[config.mk]
export PLATFORM = sky130hd
export DESIGN_NAME = button_panel_ctl
export DESIGN_NICKNAME = d
export VERILOG_FILES = /design/src/rtl/btn_pkg.sv /design/src/rtl/btn_debounce.sv /design/src/rtl/button_panel_ctl.sv
export SDC_FILE = /design/constraint.sdc
export NUM_CORES = 1
export LEC_CHECK = 0
export BUFFER_PORTS_ARGS = -buffer_cell sky130_fd_sc_hd__clkbuf_2
export CELL_PAD_IN_SITES_DETAIL_PLACEMENT = 1
export CELL_PAD_IN_SITES_GLOBAL_PLACEMENT = 1
export CORE_ASPECT_RATIO = 1.2
export CORE_MARGIN = 4
export CORE_UTILIZATION = 40
export CTS_CLUSTER_DIAMETER = 60
export DETAILED_ROUTE_END_ITERATION = 8
export GPL_TIMING_DRIVEN = 0
export PLACE_DENSITY_LB_ADDON = 0.1
export SYNTH_ARGS = -nofsm -noshare
export SYNTH_HDL_FRONTEND = slang
export SYNTH_SLANG_ARGS = --single-unit
[constraint.sdc]
create_clock -name clk -period 3.6 [get_ports clk]
set_input_delay 0.36 -clock clk [delete_from_list [all_inputs] [get_ports clk]]
set_output_delay 0.36 -clock clk [all_outputs]
set_load 0.05 [all_outputs]
[src/rtl/btn_pkg.sv]
// Shared types and constants for the button panel click logic.
//   btn_state_t : click FSM states
//   MAX_BTN     : widest panel supported (sets click_idx width)
//   DEF_*       : default panel geometry in pixels
//   enc_idx     : index of the highest set bit of a one-hot vector
package btn_pkg;
    typedef enum logic [1:0] {
        IDLE     = 2'd0,
        PRESSED  = 2'd1,
        WAIT_REL = 2'd2
    } btn_state_t;

    localparam int MAX_BTN     = 8;
    localparam int DEF_BTN_X0  = 100;
    localparam int DEF_BTN_Y0  = 500;
    localparam int DEF_BTN_W   = 120;
    localparam int DEF_BTN_H   = 40;
    localparam int DEF_BTN_GAP = 20;

    function automatic logic [2:0] enc_idx(input logic [MAX_BTN-1:0] v);
        enc_idx = '0;
        for (int i = 0; i < MAX_BTN; i++)
            if (v[i]) enc_idx = 3'(i);
    endfunction
endpackage

[src/rtl/btn_debounce.sv]
// Level debouncer for a mouse button.
//   clk, rst  : clock, async active-high reset
//   level_in  : raw (already synchronised) level
//   level_out : debounced level, flips after DEBOUNCE_CYCLES consecutive
//               samples that differ from it; 0 = pass-through
module btn_debounce #(
    parameter int DEBOUNCE_CYCLES = 0
) (
    input  logic clk,
    input  logic rst,
    input  logic level_in,
    output logic level_out
);
    generate
        if (DEBOUNCE_CYCLES == 0) begin : g_bypass
            logic unused_clk_rst;
            assign unused_clk_rst = clk ^ rst;
            assign level_out      = level_in;
        end else begin : g_filt
            localparam int CW = $clog2(DEBOUNCE_CYCLES + 1);
            logic [CW-1:0] cnt;
            logic          lvl;

            // Any sample agreeing with the current level restarts the run.
            always_ff @(posedge clk or posedge rst) begin
                if (rst) begin
                    cnt <= '0;
                    lvl <= 1'b0;
                end else if (level_in == lvl) begin
                    cnt <= '0;
                end else if (cnt == CW'(DEBOUNCE_CYCLES - 1)) begin
                    cnt <= '0;
                    lvl <= level_in;
                end else begin
                    cnt <= cnt + 1'b1;
                end
            end
            assign level_out = lvl;
        end
    endgenerate
endmodule

[src/rtl/button_panel_ctl.sv]
// Click logic for a row of N_BTN equal rectangular buttons.
//   clk, rst         : pixel clock, async active-high reset
//   mouse_x, mouse_y : cursor position
//   left_mouse       : left button level (1 = pressed)
//   btn_en           : per-button enable
//   hover            : enabled button under the cursor (registered)
//   pressed          : button currently held with cursor still on it
//   click            : one-cycle pulse on a clean press/release in one button
//   click_idx        : index of the last click, held
module button_panel_ctl
    import btn_pkg::*;
#(
    parameter int N_BTN           = 3,
    parameter int BTN_X0          = DEF_BTN_X0,
    parameter int BTN_Y0          = DEF_BTN_Y0,
    parameter int BTN_W           = DEF_BTN_W,
    parameter int BTN_H           = DEF_BTN_H,
    parameter int BTN_GAP         = DEF_BTN_GAP,
    parameter int DEBOUNCE_CYCLES = 0
) (
    input  logic             clk,
    input  logic             rst,
    input  logic [11:0]      mouse_x,
    input  logic [11:0]      mouse_y,
    input  logic             left_mouse,
    input  logic [N_BTN-1:0] btn_en,
    output logic [N_BTN-1:0] hover,
    output logic [N_BTN-1:0] pressed,
    output logic [N_BTN-1:0] click,
    output logic [2:0]       click_idx
);
    // Stage 1: input capture
    logic [11:0] mx_r, my_r;
    logic        lm_r;
    logic        smp_vld;   // stage-1 registers hold a real sample

    always_ff @(posedge clk or posedge rst) begin
        if (rst) begin
            mx_r    <= '0;
            my_r    <= '0;
            lm_r    <= 1'b0;
            smp_vld <= 1'b0;
        end else begin
            mx_r    <= mouse_x;
            my_r    <= mouse_y;
            lm_r    <= left_mouse;
            smp_vld <= 1'b1;
        end
    end

    // Hit test, 13-bit bounds so parameter sums cannot wrap.
    logic [N_BTN-1:0] hit;
    localparam logic [12:0] YL = 13'(BTN_Y0);
    localparam logic [12:0] YH = 13'(BTN_Y0 + BTN_H - 1);

    for (genvar i = 0; i < N_BTN; i++) begin : g_hit
        localparam logic [12:0] XL = 13'(BTN_X0 + i * (BTN_W + BTN_GAP));
        localparam logic [12:0] XH = 13'(BTN_X0 + i * (BTN_W + BTN_GAP) + BTN_W - 1);
        assign hit[i] = btn_en[i]
                      && ({1'b0, mx_r} >= XL) && ({1'b0, mx_r} <= XH)
                      && ({1'b0, my_r} >= YL) && ({1'b0, my_r} <= YH);
    end

    logic deb;
    btn_debounce #(.DEBOUNCE_CYCLES(DEBOUNCE_CYCLES)) u_deb (
        .clk      (clk),
        .rst      (rst),
        .level_in (lm_r),
        .level_out(deb)
    );

    // Stage 2: level history for edge detection, hover register.
    // armed stays low until a released sample is seen after reset, so a
    // press held through reset cannot masquerade as a fresh rising edge.
    logic deb_q, deb_q2, armed;

    always_ff @(posedge clk or posedge rst) begin
        if (rst) begin
            deb_q  <= 1'b0;
            deb_q2 <= 1'b0;
            armed  <= 1'b0;
            hover  <= '0;
        end else begin
            deb_q  <= deb;
            deb_q2 <= deb_q;
            armed  <= armed | (smp_vld & ~lm_r);
            hover  <= hit;
        end
    end

    // Click FSM
    btn_state_t       state;
    logic [2:0]       idx;
    logic [N_BTN-1:0] idx_oh;
    logic             rise, hov_idx, en_idx;

    assign idx_oh  = N_BTN'(1) << idx;
    assign rise    = deb_q & ~deb_q2 & armed;
    assign hov_idx = |(hover & idx_oh);
    assign en_idx  = |(btn_en & idx_oh);

    always_ff @(posedge clk or posedge rst) begin
        if (rst) begin
            state     <= IDLE;
            idx       <= '0;
            pressed   <= '0;
            click     <= '0;
            click_idx <= '0;
        end else begin
            click   <= '0;
            pressed <= '0;
            case (state)
                IDLE: begin
                    if (rise) begin
                        if (|hover) begin
                            state   <= PRESSED;
                            idx     <= enc_idx(MAX_BTN'(hover));
                            pressed <= hover;
                        end else begin
                            state <= WAIT_REL;
                        end
                    end
                end
                PRESSED: begin
                    if (!deb_q) begin
                        state <= IDLE;
                        if (hov_idx) begin
                            click     <= idx_oh;
                            click_idx <= idx;
                        end
                    end else if (!en_idx) begin
                        state <= WAIT_REL;
                    end else begin
                        pressed <= hover & idx_oh;
                    end
                end
                WAIT_REL: begin
                    if (!deb_q) state <= IDLE;
                end
                default: state <= IDLE;
            endcase
        end
    end
endmodule

Word-level counts from Yosys, hierarchy flattened. Cells that the tools add are included.

Word-level logic and storage cells: 71. Register bits after elaboration: 46. Output and inout port bits: 12.

Shift operators: 1. Equal/unequal tests: 5. Order comparisons: 8. Muxes and demuxes: 16. Bitwise gates (word level): 9. Reduce and logical (&&, ||, !) cells: 19.

Operators by type and width (number): $ge A12 B9 Y1 const B (2); $le A12 B9 Y1 const B (2); $mux W3 (8); $ge A12 B7 Y1 const B (1); $ge A12 B8 Y1 const B (1); $le A12 B10 Y1 const B (1); $le A12 B8 Y1 const B (1); $logic_and A1 B1 Y1 (12); $mux W2 (5); $reduce_and A3 Y1 (3); $reduce_or A3 Y1 (3); $and A3 B3 Y3 (2); $pmux W2 S3 (1); $pmux W3 S2 (1); $ne A2 B2 Y1 const B (2); $and A1 B1 Y1 (3); $ne A3 B3 Y1 const B (1); $not A1 Y1 (3); $shl A1 B3 Y3 const A (1); $eq A2 B1 Y1 const B (1); $eq A2 B2 Y1 const B (1); $logic_not A2 Y1 (1); $mux W1 (1); $or A1 B1 Y1 (1).

Longest topological paths before layout.
Depth after elaboration: 6. Mapped depth: 5. Depth with buffers taken out: 4.

By module. From an unflattened synthesis, not the netlist that was laid out.

Cell total of the unflattened synthesis: 116. Area, all modules: 1508.9 µm².

Modules (own cells, without submodules): button_panel_ctl (sequential area each 1001.0 µm², area an instance 1501.4 µm², instances 1, cells each 115); btn_debounce (sequential area each 0.0 µm², area an instance 7.5 µm², instances 1, cells each 1).

Worst setup path before layout. No wires, ideal clock.

Kind: register -> register. Start: reg hover[2]. End: reg click_idx[0]. Data arrival time: 1.427 ns. Clock period less this slack: 1.551 ns. Setup slack: 2.049 ns. Data required time: 3.475 ns. Library setup time: 0.125 ns. Cell stages (with the launch flop): 5. Path through: dfrtp_1 > inv_1 > o21ai_0 > nand4_1 > mux2_2.

Cells in the longest elaborated chain, start to end: 3.

Ends and longest elaborated chain: start: declaration (line button_panel_ctl.sv:27) `output logic [N_BTN-1:0] hover,`; start signal: assignment (line button_panel_ctl.sv:87) `hover <= hit;`; $and A3 B3 Y3 (line button_panel_ctl.sv:99) `assign hov_idx = |(hover & idx_oh);`; $reduce_or A3 Y1 (line button_panel_ctl.sv:99); $reduce_and A3 Y1 (no source line); end signal: assignment (line button_panel_ctl.sv:129) `click_idx <= idx;`; end: declaration (line button_panel_ctl.sv:30) `output logic [2:0] click_idx`.

No other way between the ends. A chain may end at the register's enable or synchronous reset.

Worst setup path after layout.
Start: reg idx[0]. End: reg click_idx[0].

Cells in the longest elaborated chain, start to end: 4.

Ends and longest elaborated chain: start: declaration (line button_panel_ctl.sv:93) `logic [2:0] idx;`; start signal: assignment (line button_panel_ctl.sv:117) `idx <= enc_idx(MAX_BTN'(hover));`; $shl A1 B3 Y3 (line button_panel_ctl.sv:97) `assign idx_oh = N_BTN'(1) << idx;`; $and A3 B3 Y3 (line button_panel_ctl.sv:99); $reduce_or A3 Y1 (line button_panel_ctl.sv:99); $reduce_and A3 Y1 (no source line).

Several ways; a longest one is shown, not always the timed one.

==> results.py <==
metrics = {
    "status": {
        "status": "finished clean",
    },
    "clocking": {
        "clkTransAtPathRegs_ps": 70,
        "cts_tree": "built",
        "ctsHtreeMaxLevel": 2,
        "ctsLongestPathBuffers": 2,
        "post_cts_resize_count": 0,
        "cts_hold_buffers": 0,
        "clock-sinks": 40,
        "postCtsSetupRepairBufs": 0,
        "clk-insertion-delay-late_ps": 280,
        "clock_root_buffer_master": "sky130_fd_sc_hd__clkbuf_8",
        "cts_inserted_buffers": 5,
    },
    "synth": {
        "synth_seq_area_share_pct": 67.97,
        "synthesis.nets": 147,
        "yosys_register_bits": 40,
        "synth.area.top_cells": "sky130_fd_sc_hd__dfrtp_1 (68%), sky130_fd_sc_hd__o21ai_0 (2.7%), sky130_fd_sc_hd__nor2_1 (2.3%)",
        "number_of_library_cell_types_mapped_by_synthesis": 31,
        "dominantRegCellSynth": "sky130_fd_sc_hd__dfrtp_1",
        "asyncSetResetFlopFracSynth_pct": 100.0,
        "synth_warnings": 0,
        "syn-instance-count": 117,
        "synth.top_cell.area_share_pct": 67.97,
        "synth.cell_area_um2": 1473,
        "synthesis.area_per_instance_um2": 12.59,
        "post-synth-top-area-cell": "sky130_fd_sc_hd__dfrtp_1",
        "synth_enable_flop_cells": 0,
    },
    "placement": {
        "place.port_buffers": 36,
        "gp_routability_congestion": 0.8314,
        "half_perimeter_wire_length_after_detailed_placement_um": 2291,
        "placedInstanceArea_um2": 1727,
    },
    "power": {
        "power.share.switching_pct": 20.83,
        "internal-power_w": 0.0006413,
        "power_per_cell_area_nw_per_um2": 445.9,
        "clock_power_share_pct": 35.8,
        "combPwrFrac_pct": 5.4,
        "sw_pwr_w": 0.0001687,
        "cellLeakagePower_nw": 0.8650,
        "power.share.sequential_pct": 58.7,
        "worst_ir_drop_vdd_mv": 0.2541,
    },
    "setup_path": {
        "crit_slowest_cell": "sky130_fd_sc_hd__mux2_2",
        "max_stage_delay_ps": 370,
        "worst_setup_path_end_kind": "register",
        "crit_chain": "clkbuf_1, mux2i_1, nand2_1, nand4_1, mux2_2",
        "crit_arrival_ps": 1810,
        "worst_ep_required_time_ps": 3770,
        "setup_crit_start_kind": "register",
        "max_fo_critical_path": 9,
        "timing.reg2reg.worst_path_depth": 5,
        "timing_worst_setup_path_type": "register to register",
    },
    "routing": {
        "ant_nets": 0,
        "vias": 1028,
        "drtIter0Drc": 37,
        "wl_um": 2885,
        "routedWlPerCell_um": 14.50,
        "drc_errors": 0,
        "drt_pre_antenna_iters": 4,
        "vias_per_cell": 5.166,
    },
    "job": {
        "drv_cap": 0,
    },
    "die": {
        "die-area_um2": 4720,
        "initial_utilization_pct": 42.64,
        "dieWidth_um": 63.39,
        "floorplan.core_area_um2": 3453,
        "rows": 23,
        "io-pin-count": 42,
        "die_h_um": 74.47,
    },
    "timing": {
        "number_of_failing_setup_endpoints_in_the_final_timing_report": 0,
        "hold_viol_final": 0,
        "post-route-min-period_ps": 1640,
        "tightest_slew_margin_relative_to_the_limit_pct": 46.19,
        "fin_worst_skew_ps": 5.578,
        "drv_slew": 0,
        "max_freq_ghz": 0.6099,
        "setup_repair_after_global_routing_missed_its_margin": "no",
        "tightest_slew_ps": 806.2,
        "min_period_over_period_pct": 45.54,
        "setup_tns_ps": 0,
    },
    "finish": {
        "layout.cells.most_common": "sky130_fd_sc_hd__dfrtp_1",
        "layout.cell_area.non_filler_um2": 1817,
        "antenna_cells_inserted": 0,
        "fin_nets": 191,
        "mostFrequentLayoutCells": "sky130_fd_sc_hd__dfrtp_1 (40), sky130_fd_sc_hd__clkbuf_2 (36), sky130_fd_sc_hd__nor2_1 (9), sky130_fd_sc_hd__o21ai_0 (8)",
        "post_route_cells_drive_above_1_share_pct": 30.86,
        "syn2layout_area_growth_pct": 23.36,
        "post-route-util_pct": 52.61,
    },
    "global_route": {
        "grt_start_max_net_pins": 22,
        "grt_antenna_before_repair": 0,
        "vias_in_the_first_global_route": 1169,
        "grtUsageTotal_pct": 14.43,
        "grt_overflow_total": 0,
        "grt_first_pass_wirelength_um": 5099,
    },
    "min_path": {
        "min_path_type": "input port to register",
        "hold-path-cell-count": 1,
    },
}
final cells by class:
| class | count | area (um^2) |
|---|---|---|
| buffer | 3 | 15.01 |
| sequential | 40 | 1001 |
| clock buffer | 8 | 90.09 |
| timing repair buffer | 37 | 207.7 |
| inverter | 6 | 22.52 |
| multi-input combinational | 68 | 434.2 |
| fill | 400 | 1637 |
| tap | 37 | 46.29 |
stage by stage:
stage | std cells | setup slack (ps) | hold WS, ps | total power [W]
6_report | 199 | 1960 | 176.6 | 0.0008100
5_1_grt | 199 | 1808 | 160.3 | 0.0008583
4_1_cts | 199 | 1936 | 167.5 | 0.0008248
3_5_place_dp | 191 | 1948 | 372.4 | 0.0005297
3_3_place_gp | 190 | 1928 | 357.9 | 0.0005226
2_1_floorplan | 117 | 2049 | 353.7 | 0.0005038
worst max-delay path, delay by kind of cell (launching register included):
kind | cells | cell delay [ps]
buffers and inverters | 1 | 320
muxes | 2 | 600
and+or+nand+nor | 2 | 280
DFF | 1 | 320
path summary, 6_finish.rpt:
kind | from | slack [ps] | to
max in group asynchronous | rst | 2830 | click[2]
min in group asynchronous | rst | 210 | my_r[8]
setup / recovery | idx[0] | 1960 | click_idx[0]
setup reg to reg | idx[0] | 1960 | click_idx[0]
hold reg to reg | lm_r | 390 | deb_q
hold / removal | left_mouse | 180 | lm_r
state kept, by name, indices dropped and copies added (netlist names), 2 cells and up:
register and count:
pressed 3, click_idx 2, mx_r 10, my_r 10
state 2, hover 3, click 3, idx 2
synthesized netlist by cell type (all sizes together), types with 2 or more instances:
cell type,instances
nor2b,3
a21o,2
dfrtp,40
nor4,2
conb,2
mux2,2
nand4,5
nor3,4
o2111a,2
nand2b,2
nand3b,2
o21ai,8
nor3b,3
nand2,6
inv,6
a21oi,3
nand3,2
clkbuf,2
nor2,9
power groups by stage:
stage,clock (W),combinational (W),sequential (W)
2_1_floorplan,0,0.0000230,0.000481
3_3_place_gp,0,0.0000399,0.000483
3_5_place_dp,0,0.0000453,0.000484
4_1_cts,0.000304,0.0000455,0.000476
5_1_grt,0.000330,0.0000511,0.000477
6_report,0.000290,0.0000441,0.000476
routing by layer:
layer	wire [um]	vias up	track usage, %	part of all wire (%)
met5	0	-	0	0
met4	60	0	7.194	2.1
met3	167	5	5.136	5.8
met2	1598	30	27.15	55
met1	1059	498	14.02	37
li1	-	495	-	-
logic make-up (layout without fill, tap and decap cells):
group / Yosys count / count (layout) / synth area share [%]
flip-flops: 40 / 40 / 67.97
other: 2 / 2 / 0.5100
buffers and inverters: 9 / 54 / 2.549
multiplexers: 3 / 3 / 2.209
AO/OA/AOI/OAI: 20 / 20 / 10.11
AND/OR/NAND/NOR: 43 / 43 / 16.65
(Power assumes the default switching activity.)
